### src/rtl/edge_burst_gen.sv
// edge_burst_gen
//
// Purpose:
//   Emits a burst of N square-wave periods on gen_out. Each period is H' clk
//   cycles high followed by L' cycles low, with H' = max(high_cycles,1) and
//   L' = max(low_cycles,1). A one-cycle done pulse follows the final low phase.
//   burst_len = 0 gives an empty burst: done pulses and gen_out stays low.
//
// Configuration macro:
//   EDGE_COUNT_EN - when defined, pos_count/neg_count count the rising and
//                   falling edges emitted in the current or last burst. When
//                   undefined, both outputs are tied to zero and the counter
//                   logic is not built. Waveform timing is the same either way.
//
// Ports:
//   clk          in   clock, all state updates on the rising edge
//   rst_n        in   asynchronous active-low reset
//   start        in   burst request, sampled only while idle
//   burst_len    in   [CNT_W] number of periods N
//   high_cycles  in   [PER_W] high phase length H
//   low_cycles   in   [PER_W] low phase length L
//   gen_out      out  registered waveform
//   busy         out  high while a burst is in progress
//   done         out  one-cycle completion pulse
//   pos_count    out  [CNT_W] rising edges emitted (wraps)
//   neg_count    out  [CNT_W] falling edges emitted (wraps)

module edge_burst_gen #(
  parameter int CNT_W = 8,
  parameter int PER_W = 8
) (
  input  logic             clk,
  input  logic             rst_n,
  input  logic             start,
  input  logic [CNT_W-1:0] burst_len,
  input  logic [PER_W-1:0] high_cycles,
  input  logic [PER_W-1:0] low_cycles,
  output logic             gen_out,
  output logic             busy,
  output logic             done,
  output logic [CNT_W-1:0] pos_count,
  output logic [CNT_W-1:0] neg_count
);

  typedef enum logic [1:0] {
    IDLE = 2'd0,
    HIGH = 2'd1,
    LOW  = 2'd2
  } state_t;

  state_t           state_reg;
  logic [PER_W-1:0] high_len_reg;   // latched H'
  logic [PER_W-1:0] low_len_reg;    // latched L'
  logic [PER_W-1:0] phase_reg;      // cycles left in the current phase, minus one
  logic [CNT_W-1:0] remaining_reg;  // periods left, including the current one

  // Zero-length phases are promoted to one cycle so every period has both edges.
  logic [PER_W-1:0] high_eff;
  logic [PER_W-1:0] low_eff;
  assign high_eff = (high_cycles == '0) ? PER_W'(1) : high_cycles;
  assign low_eff  = (low_cycles  == '0) ? PER_W'(1) : low_cycles;

`ifndef EDGE_COUNT_EN
  assign pos_count = '0;
  assign neg_count = '0;
`endif

  always_ff @(posedge clk or negedge rst_n) begin
    if (!rst_n) begin
      state_reg     <= IDLE;
      high_len_reg  <= PER_W'(1);
      low_len_reg   <= PER_W'(1);
      phase_reg     <= '0;
      remaining_reg <= '0;
      gen_out       <= 1'b0;
      busy          <= 1'b0;
      done          <= 1'b0;
`ifdef EDGE_COUNT_EN
      pos_count     <= '0;
      neg_count     <= '0;
`endif
    end else begin
      done <= 1'b0;
      case (state_reg)
        IDLE: begin
          if (start) begin
            high_len_reg  <= high_eff;
            low_len_reg   <= low_eff;
            remaining_reg <= burst_len;
`ifdef EDGE_COUNT_EN
            pos_count     <= '0;
            neg_count     <= '0;
`endif
            if (burst_len == '0) begin
              done <= 1'b1;
            end else begin
              gen_out   <= 1'b1;
              busy      <= 1'b1;
              state_reg <= HIGH;
              phase_reg <= high_eff - PER_W'(1);
`ifdef EDGE_COUNT_EN
              pos_count <= CNT_W'(1);
`endif
            end
          end
        end

        HIGH: begin
          if (phase_reg == '0) begin
            gen_out   <= 1'b0;
            state_reg <= LOW;
            phase_reg <= low_len_reg - PER_W'(1);
`ifdef EDGE_COUNT_EN
            neg_count <= neg_count + CNT_W'(1);
`endif
          end else begin
            phase_reg <= phase_reg - PER_W'(1);
          end
        end

        LOW: begin
          if (phase_reg != '0) begin
            phase_reg <= phase_reg - PER_W'(1);
          end else if (remaining_reg > CNT_W'(1)) begin
            gen_out       <= 1'b1;
            state_reg     <= HIGH;
            phase_reg     <= high_len_reg - PER_W'(1);
            remaining_reg <= remaining_reg - CNT_W'(1);
`ifdef EDGE_COUNT_EN
            pos_count     <= pos_count + CNT_W'(1);
`endif
          end else begin
            // Last low phase has run its full length: finish the burst.
            state_reg <= IDLE;
            busy      <= 1'b0;
            done      <= 1'b1;
          end
        end

        default: begin
          state_reg <= IDLE;
          gen_out   <= 1'b0;
          busy      <= 1'b0;
        end
      endcase
    end
  end

endmodule

### config.mk
export PLATFORM = sky130hd
export DESIGN_NAME = edge_burst_gen
export DESIGN_NICKNAME = d
export VERILOG_FILES = /design/src/rtl/edge_burst_gen.sv
export SDC_FILE = /design/constraint.sdc
export NUM_CORES = 1
export LEC_CHECK = 0
export CORE_UTILIZATION = 38
export DETAILED_ROUTE_END_ITERATION = 8
export GPL_ROUTABILITY_DRIVEN = 0
export SLEW_MARGIN = 10
export SYNTH_ARGS = -nofsm -noshare
export SYNTH_HDL_FRONTEND = slang
export SYNTH_SLANG_ARGS = --single-unit
### constraint.sdc
create_clock -name clk -period 5.7 [get_ports clk]
set_input_delay 1.14 -clock clk [delete_from_list [all_inputs] [get_ports clk]]
set_output_delay 1.14 -clock clk [all_outputs]
set_load 0.03 [all_outputs]
# After elaboration in Yosys (flattened, before gate mapping)

Index checks and enable logic that the tools add are counted.

Bits in registers: 37
Latch bits: 0
RAM bits: 0
ROM bits: 0
Input bits: 27
Output and inout bits: 19
Logic and storage cells: 70
Memories kept: 0

$add $sub $neg: 5
$mul: 0
Divide/modulo/power cells: 0
Order comparisons: 1
Equality and inequality tests: 9
Shift-type cells: 0
Mux-type cells: 32
Bitwise gates (word level): 1
Reduce and logical (&&, ||, !) cells: 14

Operator list:

| cell                                                | count |
|---|---|
| 2-to-1 mux 8 bit                                    | 10 |
| subtractor 8 x 1 -> 8 bit, second input constant    | 5 |
| logical NOT 8 bit                                   | 4 |
| case mux 8 bit (3 select lines)                     | 1 |
| case mux 8 bit (2 select lines)                     | 1 |
| 2-to-1 mux 1 bit                                    | 12 |
| != test 2 bit, second input constant                | 6 |
| AND reduction 4 bit                                 | 3 |
| AND reduction 5 bit                                 | 2 |
| > comparator 8 x 1 -> 1 bit, second input constant  | 1 |
| 2-to-1 mux 2 bit                                    | 4 |
| nonzero test 8 bit                                  | 1 |
| case mux 1 bit (3 select lines)                     | 2 |
| case mux 2 bit (3 select lines)                     | 1 |
| != test 3 bit, second input constant                | 1 |
| nonzero test 3 bit                                  | 1 |
| equality test 2 x 1 -> 1 bit, second input constant | 1 |
| equality test 2 bit, second input constant          | 1 |
| logical NOT 2 bit                                   | 1 |
| case mux 1 bit (2 select lines)                     | 1 |
| AND reduction 2 bit                                 | 1 |
| nonzero test 2 bit                                  | 1 |
| NOT 1 bit                                           | 1 |

# Depth between registers and ports, before layout

Gate-level depths: netlist (run 1).

Word-level depth: 6
Gate-level depth with buffers: 8
Depth with buffers taken out: 7

# Least setup slack after synthesis (run 1)

No wires, ideal clock.

Path kind: input -> register
Start: input port high_cycles[4]
End: register phase_reg[6]
Library setup time: 0.128 ns
Data arrival time: 2.620 ns
Required time: 5.572 ns
Setup slack: 2.952 ns
Stages: 7
Buffers on the path: 0
Cells stage by stage: or3_1 o31a_1 ha_1 and3_1 xor2_1 a211oi_1 a2bb2oi_1

Word-level cells in the longest chain between the ends: 6

Ends and longest elaborated chain:

| element                           | line | RTL |
|---|---|---|
| start, declared                   | 36   | `input logic [PER_W-1:0] high_cycles,` |
| logical NOT 8 bit                 | 60   | `assign high_eff = (high_cycles == '0) ? PER_W'(1) : high_cycles;` |
| 2-to-1 mux 8 bit *                | 60   |  |
| subtractor 8 x 1 -> 8 bit *       | 100  | `phase_reg <= high_eff - PER_W'(1);` |
| 2-to-1 mux 8 bit *                | 94   | `if (burst_len == '0) begin` |
| 2-to-1 mux 8 bit *                | 86   | `if (start) begin` |
| case mux 8 bit (3 select lines) * | 84   | `case (state_reg)` |
| end signal, assigned              | 100  |  |
| end signal, assigned              | 112  | `phase_reg <= low_len_reg - PER_W'(1);` |
| end signal, assigned              | 117  | `phase_reg <= phase_reg - PER_W'(1);` |
| end, declared                     | 54   | `logic [PER_W-1:0] phase_reg;` |

Mark *: on every way between the ends. The rest lies on a longest branch, timed or not. The select of a mux whose other input is x is not followed.
A chain may end at the register's enable or synchronous reset.

# Final worst setup path (run 1)

Start: input port high_cycles[2]
End: register phase_reg[6]

The elaborated chain is that of the path after synthesis.

==> summary.txt, run 1 <==
Run status
  • Status: complete, no violations

Worst setup path
  • FF-to-FF path depth: 7
  • CP Data Arrival Time: between 3 and 4 ns
  • Register-to-register setup slack: 3.02 ns
  • Critical Path RT: 5.87 ns
  • CP Cell Sequence: clkdlybuf4s50_1, or3_1, o31a_1, ha_1, and3_1, xor2_1, a211oi_1, a2bb2oi_1
  • Critical path class: primary input to register
  • Max incr delay on CP: 0.53 ns
  • Slowest CP cell: clkdlybuf4s50_1
  • Worst Path Buf+Inv: 1
  • Crit path max fanout: 6
  • Reg2Reg Launch Point: phase_reg[0]$_DFFE_PN0P_
  • R2r endpoint: remaining_reg[5]$_DFFE_PN0P_
  • Worst Setup Start Kind: primary input
  • Crit path capture type: register
  • CP top delay family: compound AO/OA/AOI/OAI gates

CTS
  • Clock root buffer: clkbuf_8
  • CTS buffer count: 5
  • Post-CTS setup buffer count: 0
  • Hold-fix buffers, CTS: 0
  • H-tree depth: 2
  • Post-cts resize count: 0
  • Clk buf depth: 2
  • Clk sinks: 37
  • CTS tree: done
  • Worst skew pair latency: 0.30 ns
  • Clock-pin slew on the worst setup and hold paths: 0.08 ns

Placed design
  • DP HPWL: between 4 and 5 mm
  • Number of port buffers: 29

Floorplanning
  • Die Area: 0.00756 sq mm
  • Die H: 87.0 um
  • Starting Density: between 30% and 40%
  • Die X: 87.0 um
  • # IOs: 46
  • Rows: 30
  • Core footprint: 0.00687 sq mm

Power and ir drop
  • PwrDens: between 150 and 200 mW/mm^2
  • Part of the power in registers: between 50% and 60%
  • Combinational power share: around 11%
  • P_sw: 0.000124 W
  • Clock group share of total power: 35.6%
  • Switching Share: 25.3%
  • Worst VDD drop: 0.0679 mV
  • Leakage: roughly 1.3 nW
  • Pint: between 0.0003 and 0.0004 W

Logic synthesis
  • Yosys reg bits: 37
  • Top post-synthesis cells by area: dfrtp_1 32%, ha_1 5.0%, mux2_2 4.9%
  • Yosys warning total: 0
  • Area fraction of the dominant cell type after synthesis: 31.9%
  • Seq/Total Area, Yosys: 33.9%
  • Top FF cell, synth: dfrtp_1
  • Synthesized cell area: 0.00274 sq mm
  • Asr flop ratio synth: 100%
  • Synth cell types: between 60 and 70
  • Number of flops mapped to enable cells by yosys: 0
  • Post-synth top area cell: dfrtp_1
  • Cells after Synth: 309
  • Mean Syn Cell Area: 8.88 sq um

Routing
  • Routed length per instance: 15.0 um
  • Vias: 2390
  • Initial DRT Pass Iterations: 4
  • # DRC: 0
  • Antenna viol nets, final: 0
  • Post-DR vias/cell: 5.53
  • DRT iter0 DRCs: approximately 130
  • Final WL: 6.50 mm

Final layout
  • Synth-to-Final Area Change: 14.2%
  • Ant. Diodes: 0
  • Fill cells: 684
  • Nets: 374
  • Commonest non-fill, non-tap cells in the layout: 35 x dfrtp_1, 28 x clkdlybuf4s50_1, 19 x inv_1, 19 x nand2_1
  • Share of post-route cells with drive strength above 1: 10.1%
  • Commonest non-fill, non-tap cell in the layout: dfrtp_1

Worst hold path
  • Worst Hold Launch: busy$_DFFE_PN0P_
  • Hold path depth: 2
  • Hold WC Path Type: register to register
  • Min-Delay Endpoint: busy$_DFFE_PN0P_

Global route
  • Pin count of the biggest net entering global routing: 38
  • Vias in the first global route: 2257
  • First-pass GRT wire length: 11.0 mm
  • Gr ovfl total: 0
  • Overall routing resource usage: 18.7%
  • Initial antenna violation count: 0

STA
  • Slew Limit Fails: 0
  • Unrepaired setup endpoints after global routing: false
  • Final period utilization: between 50% and 60%
  • Fmax: 321 MHz
  • Final hold vios: 0
  • Hold_ws: 0.514 ns
  • Final setup fails: 0
  • Setup Total Neg Slack: 0 ns
  • Clock Skews: 0.0121 ns
  • Slew of the pin with the lowest slew margin: 0.847 ns
  • Max transition margin: 43.5%
  • Fin crit period: roughly 3.1 ns

Run
  • Max Cap Viol: 0
-- routing by layer --
metal	wire, um	GRT usage (%)	up-vias
met3	255	3.41	6
li1	-	-	1183
met5	0	0	-
met4	68	5.15	0
met1	3210	25.7	1141
met2	2960	30.0	60
-- power by group through the flow --
stage	Clock (W)	Combinational (W)	Sequential, W
after floorplan	0	0.0000309	0.000269
after global placement	0	0.0000531	0.000268
after detailed placement	0	0.0000530	0.000268
after CTS	0.000180	0.0000532	0.000263
after global routing	0.000192	0.0000578	0.000263
final	0.000175	0.0000529	0.000263
-- tightest hold or removal path, cell delays in order, from the launching register on --
cell,delay (ns)
dfrtp_1,0.35
o31ai_1,0.07
o41ai_1,0.06
-- cells by family after synthesis --
| kind of cell | after synthesis | synth area share [%] |
|---|---|---|
| compound gates | 99 | 23.8 |
| xor+xnor | 10 | 3.19 |
| fa+ha+maj | 11 | 5.02 |
| buf+inv | 45 | 8.44 |
| flops | 37 | 33.9 |
| mux | 18 | 7.30 |
| other cells | 1 | 0.137 |
| simple gates | 88 | 18.3 |
-- how the worst max path moves through the flow --
stage                        start                            to  slack [ns]  depth (start not counted)
global placement             start  remaining_reg[6]$_DFFE_PN0P_        2.30                          5
global route                 start  remaining_reg[6]$_DFFE_PN0P_        2.37                          5
floorplan           high_cycles[4]      phase_reg[6]$_DFFE_PN0P_        2.95                          7
finish              high_cycles[2]      phase_reg[6]$_DFFE_PN0P_        2.58                          8
CTS                          start  remaining_reg[5]$_DFFE_PN0P_        2.59                          5
detailed placement           start  remaining_reg[5]$_DFFE_PN0P_        2.29                          5
-- cell type report --
type | instances | area, sq um | area share (%)
Inverter | 20 | 75.1 | 2.40
Tap cell | 96 | 120 | 3.83
Multi-Input combinational cell | 242 | 1640 | 52.3
Clock buffer | 6 | 72.6 | 2.32
Clock inverter | 1 | 5.00 | 0.160
Timing Repair Buffer | 30 | 293 | 9.35
Sequential cell | 37 | 928 | 29.6
-- synth_stat cells (all sizes together), types with 2 or more instances --
| master | n |
|---|---|
| a211oi | 3 |
| a21oi | 18 |
| a221oi | 2 |
| a2bb2oi | 2 |
| a31oi | 18 |
| buf | 19 |
| clkbuf | 6 |
| dfrtp | 35 |
| dfstp | 2 |
| ha | 11 |
| inv | 19 |
| mux2 | 13 |
| mux2i | 5 |
| nand2 | 19 |
| nand2b | 4 |
| nand3 | 5 |
| nor2 | 16 |
| nor3 | 9 |
| nor3b | 5 |
| nor4 | 5 |
| o2111ai | 2 |
| o211ai | 4 |
| o21ai | 23 |
| o221ai | 2 |
| o22ai | 5 |
| o311a | 2 |
| o31ai | 6 |
| o41ai | 3 |
| or3 | 11 |
| or3b | 3 |
| or4 | 5 |
| xnor2 | 3 |
| xor2 | 7 |
-- per-stage QoR --
step,instance area [sq um],total power (W),util [%],setup slack [ns],instances
after detailed placement,3060,0.000321,44.5,2.29,425
final,3130,0.000491,45.6,2.58,432
after CTS,3130,0.000496,45.6,2.59,432
after global placement,3060,0.000321,44.5,2.30,425
after floorplan,2800,0.000300,-,2.95,324
after global routing,3130,0.000513,45.6,2.37,432
No activity file was read; power rests on OpenSTA's default activity.
==> run 2: changes to the inputs <==
==> constraint.sdc (replaced) <==
create_clock -name clk -period 2.77 [get_ports clk]
set_input_delay 0.554 -clock clk [delete_from_list [all_inputs] [get_ports clk]]
set_output_delay 0.554 -clock clk [all_outputs]
set_load 0.03 [all_outputs]
==> summary.txt, run 2 (synthesis results as in run 1) <==
Run status
  • Status: complete, no violations

Final layout
  • Share of post-route cells with drive strength above 1: a little over an eighth
  • Ant. Diodes: 0
  • Nets: around 390
  • Synth-to-Final Area Change: 18.9%
  • Layout Cells excl Fill: 445
  • Commonest non-fill, non-tap cell in the layout: dfrtp_1
  • Commonest non-fill, non-tap cells in the layout: 35 x dfrtp_1, 28 x clkdlybuf4s50_1, 19 x inv_1, 19 x nand2_1

Worst setup path
  • R2r endpoint: phase_reg[1]$_DFFE_PN0P_
  • Critical path class: primary input to register
  • Worst Setup Start Kind: primary input
  • Capture point of the critical path: phase_reg[6]$_DFFE_PN0P_
  • Crit path capture type: register
  • CP Data Arrival Time: 2.55 ns
  • Crit path max fanout: 4
  • CP Cell Sequence: clkdlybuf4s50_1, or3_1, o31a_1, ha_1, and3_1, xor2_1, a211oi_1, a2bb2oi_1
  • Reg2Reg Launch Point: phase_reg[0]$_DFFE_PN0P_
  • Register-to-register setup slack: around 0.42 ns
  • Max incr delay on CP: 0.45 ns
  • CP Launch Point: high_cycles[1]
  • Critical Path RT: 2.95 ns
  • FF-to-FF path depth: 7
  • Slowest CP cell: clkdlybuf4s50_1

Placed design
  • DP HPWL: 5.03 mm
  • Placed cell count: approximately 440
  • Number of port buffers: 29

CTS
  • Clock root buffer: clkbuf_8
  • Clock-pin slew on the worst setup and hold paths: 0.09 ns
  • Post-CTS setup buffer count: 0
  • CTS buffer count: 5
  • CTS tree: done
  • Post-cts resize count: 0
  • Clk buf depth: 2
  • H-tree depth: 2
  • Clk sinks: 37
  • Hold-fix buffers, CTS: 0
  • Worst skew pair latency: approximately 0.31 ns

Routing
  • # DRC: 0
  • Final WL: approximately 6.7 mm
  • Routed length per instance: 15.1 um
  • DRT iter0 DRCs: 183
  • Vias: around 2500
  • Initial DRT Pass Iterations: 6
  • Post-DR vias/cell: 5.59
  • Antenna viol nets, final: 0

Floorplanning
  • Starting Density: 39.9%
  • Die H: a little under 90 um
  • Rows: 30
  • Core footprint: 0.00687 sq mm
  • # IOs: 46
  • Die X: 87.0 um
  • Die Area: 0.00756 sq mm

Global route
  • First-pass GRT wire length: 10.6 mm
  • Met2 Usage GRT: a little over a quarter
  • Gr ovfl total: 0
  • Vias in the first global route: 2172
  • Overall routing resource usage: 18.5%
  • Pin count of the biggest net entering global routing: 38
  • Initial antenna violation count: 0
  • GRT met1 Usage: 26.6%
  • M3 GR Usage: 3.51%
  • Gr busiest metal: met2

STA
  • Fmax: 421 MHz
  • Max transition margin: approximately 44%
  • Final hold vios: 0
  • Setup Total Neg Slack: 0 ns
  • Clock Skews: 0.0140 ns
  • Fin crit period: 2.37 ns
  • Final setup fails: 0
  • Final period utilization: 85.7%
  • Unrepaired setup endpoints after global routing: false
  • Slew of the pin with the lowest slew margin: about 0.84 ns
  • Slew Limit Fails: 0

Power and ir drop
  • Worst VDD drop: 0.209 mV
  • Leakage: 1.39 nW
  • PwrDens: 355 mW/mm^2

Worst hold path
  • Hold WC Path Type: primary input to async pin

Run
  • Max Cap Viol: 0
-- run 2: worst min-delay path by stage --
stage                     slack (ns)  depth (start not counted)                      endpoint
after global placement          0.48                          2              busy$_DFFE_PN0P_
after global routing            0.42                          1    low_len_reg[6]$_DFFE_PN0P_
after detailed placement        0.50                          2              busy$_DFFE_PN0P_
after floorplan                 0.26                          0              busy$_DFFE_PN0P_
after CTS                       0.39                          1  remaining_reg[3]$_DFFE_PN0P_
final                           0.35                          1      phase_reg[3]$_DFFE_PN0P_
-- run 2: report_power, final --
part	internal, W	switching (W)	total [W]
logic	0.0000475	0.0000670	0.000114
registers	0.000541	0.000000484	0.000541
clock network	0.000294	0.000207	0.000501
total	0.000882	0.000274	0.00116
-- run 2: worst max-delay path, delay by kind of cell --
kind                       cells  cell delay [ns]
and+or+nand+nor                2             0.59
buffers and inverters          1             0.45
xor gates and xnor gates       1             0.13
AOI/OAI and AO/OA              3             0.59
adders and majority gates      1             0.23
-- run 2: routing by layer --
layer  share of wire, %  vias up
met5                  0        -
met4                1.7        0
met1                 50     1185
met2                 44       81
met3                4.5       12
li1                   -     1210
-- run 2: final cells by class --
type                            instances  area, sq um
Clock buffer                            7         86.3
Clock inverter                          1         30.0
Fill cell                             663         3610
Inverter                               20         75.1
Multi-Input combinational cell        242         1640
Sequential cell                        37          928
Tap cell                               96          120
Timing Repair Buffer                   42          383
-- run 2: per-stage QoR --
step | total power, W | setup WS [ns] | hold WS, ns | util [%] | area (sq um)
floorplan | 0.000617 | 0.608 | 0.258 | - | 2800
global placement | 0.000667 | 0.119 | 0.484 | 45.8 | 3150
detailed placement | 0.000667 | 0.0951 | 0.501 | 45.8 | 3150
CTS | 0.00117 | 0.404 | 0.388 | 47.5 | 3260
global route | 0.00120 | 0.201 | 0.423 | 47.5 | 3260
finish | 0.00116 | 0.397 | 0.350 | 47.5 | 3260
